**src/rtl/display_pkg.sv**
```systemverilog
`default_nettype none
// ============================================================================
// Package     : display_pkg
// Description : Shared types and constants for the 7-segment scan driver.
// Revision    : 1.0 - initial release
// ============================================================================
package display_pkg;

  // Two-state scan FSM: all anodes dark, or one digit driven.
  typedef enum logic {
    BLANK = 1'b0,
    DRIVE = 1'b1
  } scan_state_t;

  // Active-low segment patterns {CG,CF,CE,CD,CC,CB,CA} for hex digits 0..F.
  localparam logic [6:0] SEG_LUT [16] = '{
    7'b1000000,  // 0
    7'b1111001,  // 1
    7'b0100100,  // 2
    7'b0110000,  // 3
    7'b0011001,  // 4
    7'b0010010,  // 5
    7'b0000010,  // 6
    7'b1111000,  // 7
    7'b0000000,  // 8
    7'b0010000,  // 9
    7'b0001000,  // A
    7'b0000011,  // b
    7'b1000110,  // C
    7'b0100001,  // d
    7'b0000110,  // E
    7'b0001110   // F
  };

  localparam logic [6:0] SEG_OFF = 7'h7F;
  localparam logic [7:0] AN_OFF  = 8'hFF;

endpackage : display_pkg
`default_nettype wire

```
**src/rtl/hex_to_7seg.sv**
```systemverilog
`default_nettype none
// ============================================================================
// Module      : hex_to_7seg
// Description : Combinational hex nibble to active-low 7-segment pattern.
// Revision    : 1.0 - initial release
// ============================================================================
module hex_to_7seg
  import display_pkg::*;
(
  input  logic [3:0] i_nibble,
  output logic [6:0] o_seg
);

  assign o_seg = SEG_LUT[i_nibble];

endmodule : hex_to_7seg
`default_nettype wire

```
**src/rtl/display_scan_driver.sv**
```systemverilog
`default_nettype none
// ============================================================================
// Module      : display_scan_driver
// Description : Converts the scan counter's digit index into active-low anode
//               and segment drive. Display data is double-buffered so that a
//               whole frame shows one data set, and every digit change is
//               followed by a short all-dark interval to suppress ghosting.
// Revision    : 1.0 - initial release
// ============================================================================
module display_scan_driver
  import display_pkg::*;
#(
  parameter int N_DIGITS     = 8,
  parameter int BLANK_CYCLES = 4
) (
  input  logic                    clk,
  input  logic                    reset,
  input  logic [2:0]              digit_sel,
  input  logic [4*N_DIGITS-1:0]   data_in,
  input  logic [N_DIGITS-1:0]     dp_in,
  input  logic [N_DIGITS-1:0]     digit_en,
  input  logic                    load,
  output logic [N_DIGITS-1:0]     an,
  output logic [6:0]              seg,
  output logic                    dp,
  output logic                    frame_start,
  output logic                    update_pend
);

  localparam logic [7:0] C_BLANK_LOAD = 8'(BLANK_CYCLES);

  // Scan tracking
  logic [2:0]              r_sel_q;
  logic                    w_chg;
  logic                    w_commit;

  // FSM and blank counter
  scan_state_t             r_state;
  scan_state_t             w_state_nxt;
  logic [7:0]              r_blank_cnt;
  logic [7:0]              w_blank_cnt_nxt;

  // Pending (loaded) and shadow (displayed) data sets
  logic [4*N_DIGITS-1:0]   r_pend_data;
  logic [N_DIGITS-1:0]     r_pend_dp;
  logic [N_DIGITS-1:0]     r_pend_en;
  logic                    r_update_pend;
  logic [4*N_DIGITS-1:0]   r_shadow_data;
  logic [N_DIGITS-1:0]     r_shadow_dp;
  logic [N_DIGITS-1:0]     r_shadow_en;

  // Output path
  logic [3:0]              w_nibble;
  logic [6:0]              w_seg_dec;
  logic [N_DIGITS-1:0]     w_an;
  logic [6:0]              w_seg;
  logic                    w_dp;
  logic [N_DIGITS-1:0]     r_an;
  logic [6:0]              r_seg;
  logic                    r_dp;
  logic                    r_frame_start;

  // A frame boundary is any change that lands on digit 0; commit only if
  // there is something to commit (held pending data or a same-cycle load).
  assign w_chg    = (digit_sel != r_sel_q);
  assign w_commit = w_chg && (digit_sel == 3'd0) && (r_update_pend || load);

  assign w_nibble = r_shadow_data[{r_sel_q, 2'b00} +: 4];

  hex_to_7seg u_hex_to_7seg (
    .i_nibble (w_nibble),
    .o_seg    (w_seg_dec)
  );

  // Track the previous digit index to detect changes.
  always_ff @(posedge clk) begin
    if (reset) r_sel_q <= 3'd0;
    else       r_sel_q <= digit_sel;
  end

  // FSM state and blank counter registers.
  always_ff @(posedge clk) begin
    if (reset) begin
      r_state     <= BLANK;
      r_blank_cnt <= C_BLANK_LOAD;
    end else begin
      r_state     <= w_state_nxt;
      r_blank_cnt <= w_blank_cnt_nxt;
    end
  end

  // Next-state logic and the drive pattern for the current state.
  always_comb begin
    w_state_nxt     = r_state;
    w_blank_cnt_nxt = r_blank_cnt;
    w_an            = AN_OFF;
    w_seg           = SEG_OFF;
    w_dp            = 1'b1;
    case (r_state)
      BLANK: begin
        if (w_chg) begin
          w_blank_cnt_nxt = C_BLANK_LOAD;
        end else begin
          w_blank_cnt_nxt = r_blank_cnt - 8'd1;
          if (r_blank_cnt == 8'd1) w_state_nxt = DRIVE;
        end
      end
      DRIVE: begin
        // Outputs still show the old digit in this cycle since r_sel_q has
        // not yet advanced; the blank interval covers the switch-over.
        if (r_shadow_en[r_sel_q]) w_an[r_sel_q] = 1'b0;
        w_seg = w_seg_dec;
        w_dp  = ~r_shadow_dp[r_sel_q];
        if (w_chg) begin
          w_state_nxt     = BLANK;
          w_blank_cnt_nxt = C_BLANK_LOAD;
        end
      end
      default: begin
        w_state_nxt     = BLANK;
        w_blank_cnt_nxt = C_BLANK_LOAD;
      end
    endcase
  end

  // Pending capture and frame-boundary commit into the shadow set.
  always_ff @(posedge clk) begin
    if (reset) begin
      r_pend_data   <= '0;
      r_pend_dp     <= '0;
      r_pend_en     <= '0;
      r_update_pend <= 1'b0;
      r_shadow_data <= '0;
      r_shadow_dp   <= '0;
      r_shadow_en   <= '0;
      r_frame_start <= 1'b0;
    end else begin
      r_frame_start <= w_commit;
      if (w_commit) begin
        // A load in the commit cycle bypasses the pending buffer.
        if (load) begin
          r_shadow_data <= data_in;
          r_shadow_dp   <= dp_in;
          r_shadow_en   <= digit_en;
        end else begin
          r_shadow_data <= r_pend_data;
          r_shadow_dp   <= r_pend_dp;
          r_shadow_en   <= r_pend_en;
        end
        r_update_pend <= 1'b0;
      end else if (load) begin
        r_pend_data   <= data_in;
        r_pend_dp     <= dp_in;
        r_pend_en     <= digit_en;
        r_update_pend <= 1'b1;
      end
    end
  end

  // Register the display drive.
  always_ff @(posedge clk) begin
    if (reset) begin
      r_an  <= AN_OFF;
      r_seg <= SEG_OFF;
      r_dp  <= 1'b1;
    end else begin
      r_an  <= w_an;
      r_seg <= w_seg;
      r_dp  <= w_dp;
    end
  end

  assign an          = r_an;
  assign seg         = r_seg;
  assign dp          = r_dp;
  assign frame_start = r_frame_start;
  assign update_pend = r_update_pend;

endmodule : display_scan_driver
`default_nettype wire

```
**config.mk**
```make
export PLATFORM = sky130hd
export DESIGN_NAME = display_scan_driver
export DESIGN_NICKNAME = d
export VERILOG_FILES = /design/src/rtl/display_pkg.sv /design/src/rtl/hex_to_7seg.sv /design/src/rtl/display_scan_driver.sv
export SDC_FILE = /design/constraint.sdc
export NUM_CORES = 1
export LEC_CHECK = 0
export CORE_ASPECT_RATIO = 0.75
export CORE_MARGIN = 8
export CORE_UTILIZATION = 30
export CTS_BUF_LIST = sky130_fd_sc_hd__clkbuf_16
export DETAILED_ROUTE_END_ITERATION = 7
export SLEW_MARGIN = 20
export SYNTH_ARGS = -nofsm -noshare
export SYNTH_HDL_FRONTEND = slang
export SYNTH_SLANG_ARGS = --single-unit
```
**constraint.sdc**
```tcl
create_clock -name clk -period 2.7 [get_ports clk]
set_clock_uncertainty 0.1 [all_clocks]
set_input_delay 0.54 -clock clk [delete_from_list [all_inputs] [get_ports clk]]
set_output_delay 0.54 -clock clk [all_outputs]
set_load 0.005 [all_outputs]
```
==> results of run 1 <==
area by class of cell:
type | count | share of cell area [%]
timing repair buffer | 86 | 13.1
inverter | 9 | 0.509
tap | 215 | 4.05
sequential | 126 | 38.0
clock inverter | 15 | 2.73
clock buffer | 17 | 6.41
multi-input combinational | 321 | 35.2
flip-flops by register name, summed over array words and instances, names as in the netlist, 3 cells and up:
register,flops
r_shadow_data,32
r_pend_dp,8
r_pend_data,32
r_pend_en,8
r_shadow_en,8
r_shadow_dp,8
an,8
r_sel_q,3
seg,7
r_blank_cnt,8
cell usage in the layout, fill, tap and decap left out, types with 2 or more instances in the layout:
cell type / netlist / final
clkbuf_16: 0 / 17
xnor2_1: 5 / 5
xor2_1: 3 / 3
nor3_1: 2 / 2
or3_1: 2 / 2
nand2_1: 63 / 63
mux4_2: 5 / 5
a21oi_1: 7 / 5
o22ai_1: 2 / 2
or2_2: 2 / 2
nor3b_1: 3 / 3
bufinv_16: 0 / 4
clkinv_2: 0 / 2
mux2i_1: 61 / 61
ha_1: 7 / 7
clkinvlp_4: 0 / 2
o21ai_0: 50 / 50
a21oi_4: 0 / 2
clkdlybuf4s50_1: 0 / 70
clkinv_4: 0 / 2
buf_4: 1 / 11
nand2b_1: 3 / 3
inv_1: 8 / 12
nor4_1: 4 / 4
buf_12: 0 / 4
o221ai_1: 4 / 4
a22o_1: 48 / 48
dfxtp_1: 126 / 126
nand3_1: 5 / 5
mux2_2: 2 / 2
nor2_1: 14 / 14
nor2b_1: 8 / 8
metrics by stage:
step           utilization (%)  cells  hold slack, ns  area, um2
2_1_floorplan                -    493           0.316       5050
3_3_place_gp              36.2    757           0.334       6030
3_5_place_dp              36.2    757           0.346       6030
4_1_cts                   39.8    789           0.358       6640
5_1_grt                   39.8    789           0.375       6640
6_report                  39.8    789           0.351       6640
logic make-up (layout without fill, tap and decap cells):
| kind of cell | Yosys count | count (layout) | share of synthesized area [%] |
|---|---|---|---|
| flops | 126 | 126 | 49.9 |
| compound gates | 124 | 124 | 17.1 |
| simple gates | 112 | 112 | 10.1 |
| mux | 70 | 70 | 15.5 |
| buf+inv | 46 | 127 | 4.26 |
| xor+xnor | 8 | 8 | 1.39 |
| fa+ha+maj | 7 | 7 | 1.73 |
critical path, delay by kind of cell, from the launching register on:
| kind | cells | cell delay (ns) |
|---|---|---|
| buffers and inverters | 2 | 0.41 |
| AO/OA/AOI/OAI | 3 | 0.78 |
| adder cells (fa/ha/maj) | 1 | 0.27 |
| multiplexers | 1 | 0.36 |
| flip-flops | 1 | 0.49 |
per-layer routing:
| metal | vias to the layer above | GRT usage (%) | wire length (um) |
|---|---|---|---|
| met4 | 0 | 4.53 | 185 |
| met3 | 15 | 4.44 | 636 |
| met2 | 95 | 18.6 | 5650 |
| li1 | 1912 | - | - |
| met5 | - | 0 | 0 |
| met1 | 1819 | 16.3 | 6420 |
power groups by stage:
| stage | registers (mW) | logic [mW] | clock network, mW |
|---|---|---|---|
| 6_report | 1.97 | 0.382 | 2.32 |
| 5_1_grt | 1.98 | 0.415 | 2.48 |
| 4_1_cts | 1.97 | 0.386 | 2.38 |
| 3_5_place_dp | 2.01 | 0.382 | 0 |
| 3_3_place_gp | 2.01 | 0.373 | 0 |
| 2_1_floorplan | 1.99 | 0.221 | 0 |
worst paths after layout:
| path | start | end | slack [ns] | depth (start not counted) |
|---|---|---|---|---|
| max | r_sel_q[0] | seg[3] | 0.23 | 7 |
| min | r_shadow_dp[2] | r_shadow_dp[2] | 0.35 | 2 |
| max reg2reg | r_sel_q[0] | seg[3] | 0.23 | 7 |
| min reg2reg | r_shadow_dp[2] | r_shadow_dp[2] | 0.35 | 2 |
==> summary.md, run 1 <==
| Metric | Value |
|---|---|
| Outcome | complete, no violations |
| Die Area | 21300 um2 |
| Ranking of synthesized cells by area | dfxtp_1 (50%), mux2i_1 (12%), a22o_1 (8.3%), o21ai_0 (5.0%), nand2_1 (4.7%) |
| Core area | between 15000 and 20000 um2 |
| Max Cap Viol | 0 |
| CP Cell Sequence | buf_4, mux2_2, a211o_1, inv_1, ha_1, o2111ai_1, o31a_1 |
| Synth Area per Inst | 10.2 um2 |
| Final ANT Viol Nets | 0 |
| Yosys warns | 0 |
| Global-route usage over all layers | 12.4% |
| Drt via density | 4.87 |
| Switch share | ~22% |
| Tmin final | ~2.5 ns |
| DR vias | 3841 |
| Worst hold path type | reg -> reg |
| Top FF cell, synth | dfxtp_1 |
| Nets@finish | 622 |
| EDFF count, synth | 0 |
| DP Worst Slack | 0.152 ns |
| I/O pins | 72 |
| Clock network power share | roughly 50% |
| Pin count of the biggest net entering global routing | 51 |
| Site Rows | 41 |
| Seq/Total Area, Yosys | 49.9% |
| Clock Pin Slew Worst Setup and Hold Paths | 0.05 ns |
| Max Buffers Root-to-Sink | 2 |
| Max-slew headroom | 51.4% |
| Die Span Y | 128 um |
| Drt drc | 0 |
| Die Wd | between 150 and 200 um |
| Post-Synthesis Cells | 493 |
| CTS tree | done |
| Area of the multi-input gates | 2340 um2 |
| TritonRoute pass-1 iters | 5 |
| DR iter-0 viols | 183 |
| VDD IR max | 390 uV |
| Root Buffer | clkbuf_16 |
| WP data arrival | 2.72 ns |
| IO Port Bufs | about 70 |
| Initial antenna violation count | 0 |
| Hold Violations, Final | 0 |
| Worst-path maximum fanout | 12 |
| Req. time, crit path | 2.95 ns |
| Number of global-route vias before repair | ~4000 |
| Starting density of the core | 30.3% |
| Setup violators final | 0 |
| Internal | between 3 and 4 mW |
| First-pass GRT wire length | 21100 um |
| PD cells | 704 nW/um2 |
| RSZ-0062 raised after global routing | no |
| Area Growth Syn to Fin | 31.4% |
| Crit-path max cell delay | 0.49 ns |
| Top cell type's share of synthesized area | about half |
| Critical setup path kind | reg -> reg |
| Post-DP HPWL | 9150 um |
| Post-Syn Area | 5050 um2 |
| Setup ws final | 0.226 ns |
| Most common cell in the netlist | dfxtp_1 |
| Clock sinks | 126 |
| Tot Pwr | about 4.7 mW |
| Combinational group share of total power | around 8.2% |
| Synth top cells by count | dfxtp_1 (126), nand2_1 (63), mux2i_1 (61) |
| Gpl congestion | 0.787 |
| P_sw | between 1 and 1.5 mW |
| Register Area | 2520 um2 |
| Final wirelength | 12900 um |
| Distinct cell type count after synthesis | 51 |
| F_max | approximately 0.40 GHz |
| Period utilisation layout | about nine tenths |
| Max-slew violations | 0 |
| Register share of total power | 42.2% |
| Flops & latches, synth | 126 |
| Setup crit end kind | flop |
| Share of layout cells above drive strength 1 | roughly 10% |
| CTS Hold Bufs | 0 |
| Setup TNS | 0 ns |
| H-tree depth | 4 |
| Post-CTS Setup Bufs | 0 |
| Wire per inst | 16.3 um |
| Critical Path Start Type | flop |
| Clock buffer count from CTS | 17 |
| Leading area contributor after synthesis | dfxtp_1 |
| Ant diodes | 0 |
| Post-CTS resize count | 0 |
| Syn_nets | 554 |
| Global route overflow | 0 |
| Fraction of registers with async set/reset | 0% |
| LEAKAGE | 2.59 nW |
| Measured slew at the worst slew-check pin | 0.722 ns |
| Fillers | about 1600 |
| Worst skew pair latency | around 0.41 ns |
| Slowest cell on crit path | dfxtp_1 |
Note: power is estimated with default switching activity, not from simulation.
==> run 2, diff against run 1 <==
--- a/config.mk
+++ b/config.mk
@@ -14,3 +14,4 @@
 export SYNTH_ARGS = -nofsm -noshare
 export SYNTH_HDL_FRONTEND = slang
 export SYNTH_SLANG_ARGS = --single-unit
+export TNS_END_PERCENT = 30
==> constraint.sdc (replaced) <==
create_clock -name clk -period 2.7 [get_ports clk]
set_clock_uncertainty 0.1 [all_clocks]
set_input_delay 0.54 -clock clk [delete_from_list [all_inputs] [get_ports clk]]
set_output_delay 0.54 -clock clk [all_outputs]
set_load 0.1 [all_outputs]
==> run 2 against run 1 <==
Effect of this change:
- sequential power hardly changed
- register-to-register slack got worse by 0.04 ns
- total power down 0.44%
- sequential cell count unchanged
- critical path depth decreased by 1
- combinational power up 2%
- via count fell by 1.3%
- die area unchanged
- clock power barely moved
- final cell count stayed put
- global-route usage decreased by 0.19 points
- cell area fell by 1.1%
- highest routed layer unchanged
==> summary.md, run 2 (synthesis results as in run 1) <==
| Metric | Value |
|---|---|
| Site Rows | 41 |
| Crit-path max cell delay | around 0.65 ns |
| Die Span Y | between 100 and 150 um |
| Period utilisation layout | 93.2% |
| Final ANT Viol Nets | 0 |
| WP data arrival | 2.70 ns |
| Commonest non-fill, non-tap cell in the layout | dfxtp_1 |
| Setup ws final | 0.184 ns |
| Hold_ws | 0.344 ns |
| Max Buffers Root-to-Sink | 2 |
| Ant diodes | 0 |
| VDD IR max | 424 uV |
| Die Wd | 166 um |
| Gpl congestion | 0.720 |
| Initial antenna violation count | 0 |
| I/O pins | 72 |
| CP bufs+invs | 1 |
| Slowest cell on crit path | dfxtp_1 |
| Starting density of the core | between 30% and 40% |
| Wire per inst | 16.0 um |
| Share of layout cells above drive strength 1 | 12.7% |
| First-pass GRT wire length | 20800 um |
| TritonRoute pass-1 iters | 4 |
| DR iter-0 viols | 319 |
| H-tree depth | 4 |
| Setup crit end kind | flop |
| CP Cell Sequence | mux4_2, mux2i_4, inv_2, ha_1, mux2_4, a221o_1 |
| Post-DP HPWL | slightly below 9000 um |
| Worst-path maximum fanout | 11 |
| Critical Path Start Type | flop |
| Post-CTS Setup Bufs | 0 |
| Finished Core Util | 39.4% |
| DP Worst Slack | -0.0243 ns |
| Global route overflow | 0 |
| Largest delay share family, worst path | multiplexers |
| Tmin final | roughly 2.5 ns |
| Fillers | 1609 |
| Area Growth Syn to Fin | 30.0% |
| Final wirelength | 12700 um |
| Hold Violations, Final | 0 |
| Setup violators final | 0 |
| Clock Pin Slew Worst Setup and Hold Paths | 0.05 ns |
| F_max | 0.397 GHz |
| Most frequent cells in the layout | dfxtp_1 (125), nand2_1 (63), mux2i_1 (61) |
| Max Cap Viol | 0 |
| Root Buffer | clkbuf_16 |
| Worst skew pair latency | 0.41 ns |
| Placed Instances | 757 |
| CTS tree | done |
| Worst hold path type | reg -> reg |
| RSZ-0062 raised after global routing | no |
| Layout Cells excl Fill | 789 |
| Outcome | complete, no violations |
| Core area | 16700 um2 |
| LEAKAGE | between 2 and 3 nW |
| Die Area | approximately 21000 um2 |
| Biggest regs | r_pend_data x32, r_shadow_data x32 |
| Setup TNS | 0 ns |
| Global-route usage over all layers | 12.3% |
| Number of global-route vias before repair | around 4000 |
| Measured slew at the worst slew-check pin | 0.552 ns |
| Drt drc | 0 |
| Pin count of the biggest net entering global routing | 51 |
| Critical setup path kind | reg -> reg |
| Req. time, crit path | 2.89 ns |
| IO Port Bufs | 71 |
| Nets@finish | 622 |
| DR vias | 3792 |
| Register Area | 2520 um2 |
| Max-slew violations | 0 |
| PD cells | between 700 and 800 nW/um2 |
| Clock buffer count from CTS | 17 |
| Max-slew headroom | 62.9% |
| Area of the multi-input gates | between 2000 and 2500 um2 |
| Drt via density | 4.81 |
| Clock sinks | 126 |
[run 2: cell count changes in the layout (fill, tap and decap cells not counted), moves of 2 or more]
cell	before	now
buf_4	11	30
inv_1	12	14
clkinvlp_4	2	0
clkinv_1	1	3
clkinv_4	2	0
clkdlybuf4s50_1	70	52
[run 2: where the power goes]
group	total, mW	internal (mW)	switching, mW
combinational	0.391	0.199	0.193
clock	2.29	1.51	0.783
sequential	1.97	1.93	0.0414
total	4.65	3.64	1.02
[run 2: timing repair]
item                       CTS  global route
hold buffers                 0             0
setup endpoints to repair    0             4
resized for setup            0             2
[run 2: area by class of cell]
type                       instances  share of cell area, %
multi-input combinational        321                   35.6
clock inverter                    15                   2.50
timing repair buffer              86                   12.3
inverter                           9                  0.514
sequential                       126                   38.4
clock buffer                      17                   6.48
tap                              215                   4.10
[run 2: path summary, 6_finish.rpt]
kind | from | endpoint | slack, ns | depth (start not counted)
setup / recovery | r_sel_q[2] | seg[4] | 0.18 | 6
hold / removal | r_shadow_data[11] | r_shadow_data[11] | 0.34 | 2
setup reg to reg | r_sel_q[2] | seg[4] | 0.18 | 6
hold reg to reg | r_shadow_data[11] | r_shadow_data[11] | 0.34 | 2
[run 2: worst register-to-register path: cells and delay by family (launching register included)]
| kind | cells | cell delay, ns |
|---|---|---|
| fa+ha+maj | 1 | 0.26 |
| flops | 1 | 0.65 |
| mux | 3 | 1.00 |
| buf+inv | 1 | 0.10 |
| compound gates | 1 | 0.29 |
[run 2: metrics by stage]
stage | area [um2] | total power [mW]
2_1_floorplan | 5050 | 2.23
3_3_place_gp | 5970 | 2.39
3_5_place_dp | 5970 | 2.40
4_1_cts | 6560 | 4.70
5_1_grt | 6570 | 4.82
6_report | 6570 | 4.65
[run 2: metal layers]
layer / up-vias / track usage, % / share of wire (%)
li1: 1904 / - / -
met1: 1780 / 15.9 / 51
met2: 94 / 18.9 / 43
met3: 14 / 3.86 / 4.4
met4: 0 / 4.69 / 1.4
met5: - / 0 / 0
==> run 3, diff against run 2 <==
--- a/config.mk
+++ b/config.mk
@@ -5,7 +5,7 @@
 export SDC_FILE = /design/constraint.sdc
 export NUM_CORES = 1
 export LEC_CHECK = 0
-export CORE_ASPECT_RATIO = 0.75
+export CORE_ASPECT_RATIO = 0.7
 export CORE_MARGIN = 8
 export CORE_UTILIZATION = 30
 export CTS_BUF_LIST = sky130_fd_sc_hd__clkbuf_16
==> run 3 against run 2 <==
Effect of this change:
- combinational power is essentially flat
- cell area down 0.29%
- core utilization rose by 0.55 points
- hold slack got worse by 0.022 ns
- final cell count rose by 1.0%
- global-route usage is 0.41 points higher
- wire length grew 2.2%
- sequential share of layout area rose by 0.091 points
- die area increased by 0.11%
==> summary.md, run 3 (synthesis results as in run 1) <==
| Metric | Value |
|---|---|
| Critical setup path kind | reg -> reg |
| Worst reg2reg startpoint | r_sel_q[0] |
| I/O pins | 72 |
| Max Buffers Root-to-Sink | 2 |
| Ant diodes | 0 |
| Largest delay share family, worst path | compound AO/OA/AOI/OAI gates |
| Combinational group share of total power | 8.5% |
| Worst hold path type | in -> reg |
| P_sw | 1.08 mW |
| WP data arrival | about 2.7 ns |
| Share of layout cells above drive strength 1 | between 10% and 20% |
| Nets@finish | about 620 |
| Slowest cell on crit path | dfxtp_1 |
| RSZ-0062 raised after global routing | no |
| Gpl congestion | 0.779 |
| Pin count of the biggest net entering global routing | 50 |
| Crit-path max cell delay | 0.45 ns |
| Post-DP HPWL | 9110 um |
| Site Rows | 39 |
| Outcome | complete, no violations |
| Max-slew violations | 0 |
| Max-slew headroom | roughly three fifths |
| Hold Violations, Final | 0 |
| Core area | roughly 16000 um2 |
| Commonest non-fill, non-tap cell in the layout | dfxtp_1 |
| Die Wd | 171 um |
| Critical Path Start Type | flop |
| VDD IR max | 307 uV |
| TritonRoute pass-1 iters | 4 |
| Setup TNS | 0 ns |
| Max Cap Viol | 0 |
| CP Cell Sequence | buf_4, mux2_2, a211o_1, inv_1, ha_1, mux2i_1, o221ai_1 |
| Global route overflow | 0 |
| Req. time, crit path | between 2 and 3 ns |
| Setup violators final | 0 |
| Wire per inst | approximately 16 um |
| Number of global-route vias before repair | slightly below 4000 |
| Clock network power share | about half |
| Initial antenna violation count | 0 |
| PD cells | 696 nW/um2 |
| F_max | 0.395 GHz |
| Tmin final | 2.53 ns |
| CP bufs+invs | 2 |
| Biggest regs | r_pend_data x32, r_shadow_data x32 |
| HP Start | load |
| Starting density of the core | 30.8% |
| Final ANT Viol Nets | 0 |
| IO Port Bufs | between 70 and 80 |
| Die Area | 21300 um2 |
| Die Span Y | approximately 120 um |
| Drt drc | 0 |
| CTS tree | done |
| DR vias | between 3000 and 4000 |
| Critical Path Start | r_sel_q[0] |
| Drt via density | 4.85 |
| Root Buffer | clkbuf_16 |
| H-tree depth | 4 |
| Clock Pin Slew Worst Setup and Hold Paths | 0.06 ns |
| Clock buffer count from CTS | 17 |
| Period utilisation layout | 93.9% |
| Most frequent cells in the layout | dfxtp_1 (126), nand2_1 (63), mux2i_1 (61) |
| DR iter-0 viols | 293 |
| Final wirelength | 12900 um |
| Measured slew at the worst slew-check pin | 0.582 ns |
| LEAKAGE | 2.54 nW |
| Global-route usage over all layers | 12.7% |
| Worst skew pair latency | 0.41 ns |
| Clock sinks | 126 |
| Tot Pwr | 4.56 mW |
| Post-CTS resize count | 0 |
| CTS Hold Bufs | 0 |
| Internal | ~3.5 mW |
| First-pass GRT wire length | about 21000 um |
| Setup crit end kind | flop |
| Area Growth Syn to Fin | 29.6% |
| Register share of total power | 43.2% |
| Switch share | 23.7% |
| Worst-path maximum fanout | 12 |
| Post-CTS Setup Bufs | 0 |
[run 3: cell types whose count changed in the layout (fill, tap and decap cells not counted), sizes merged]
cell      change
bufinv        -2
inv           -4
buf           -1
clkinv        +3
clkinvlp      +2
[run 3: cell type report]
class                   count  area (um2)
clock inverters            14         144
flip-flops and latches    126        2520
multi-input cells         321        2340
well taps                 225         282
fillers                  1619        9850
clock buffers              17         425
repair buffers             85         803
inverters                   9        33.8
[run 3: worst paths after layout]
path | end | slack [ns] | cells after the start
min | update_pend | 0.32 | 3
max | seg[1] | 0.17 | 7
min reg2reg | r_shadow_data[3] | 0.34 | 2
max reg2reg | seg[1] | 0.17 | 7
[run 3: layer usage]
layer | vias to the layer above | global-route usage (%) | wire, um
li1 | 1903 | - | -
met1 | 1827 | 17.3 | 6540
met2 | 123 | 17.9 | 5270
met3 | 10 | 4.69 | 973
met4 | 0 | 4.49 | 141
met5 | - | 0 | 0
[run 3: through the flow]
step                hold WS [ns]  std cells  util (%)  area, um2  worst slack, ns
finish                     0.322        797      39.9       6550            0.166
global placement           0.329        766      36.5       5980            0.284
global route               0.321        797      39.9       6550           0.0581
floorplan                  0.316        493         -       5050            0.266
CTS                        0.311        797      39.9       6550            0.199
detailed placement         0.339        766      36.5       5980            0.211
[run 3: worst reg2reg max path, stage by stage (launching register included)]
cell and delay [ns]:
dfxtp_1 0.45, buf_4 0.27, mux2_2 0.37, a211o_1 0.38, inv_1 0.14, ha_1 0.28, mux2i_1 0.16, o221ai_1 0.20
[run 3: power groups by stage]
stage | logic [mW] | registers, mW | clock network [mW]
detailed placement | 0.390 | 2.01 | 0
finish | 0.389 | 1.97 | 2.20
CTS | 0.392 | 1.97 | 2.24
floorplan | 0.221 | 2.00 | 0
global route | 0.424 | 1.98 | 2.33
global placement | 0.381 | 2.01 | 0
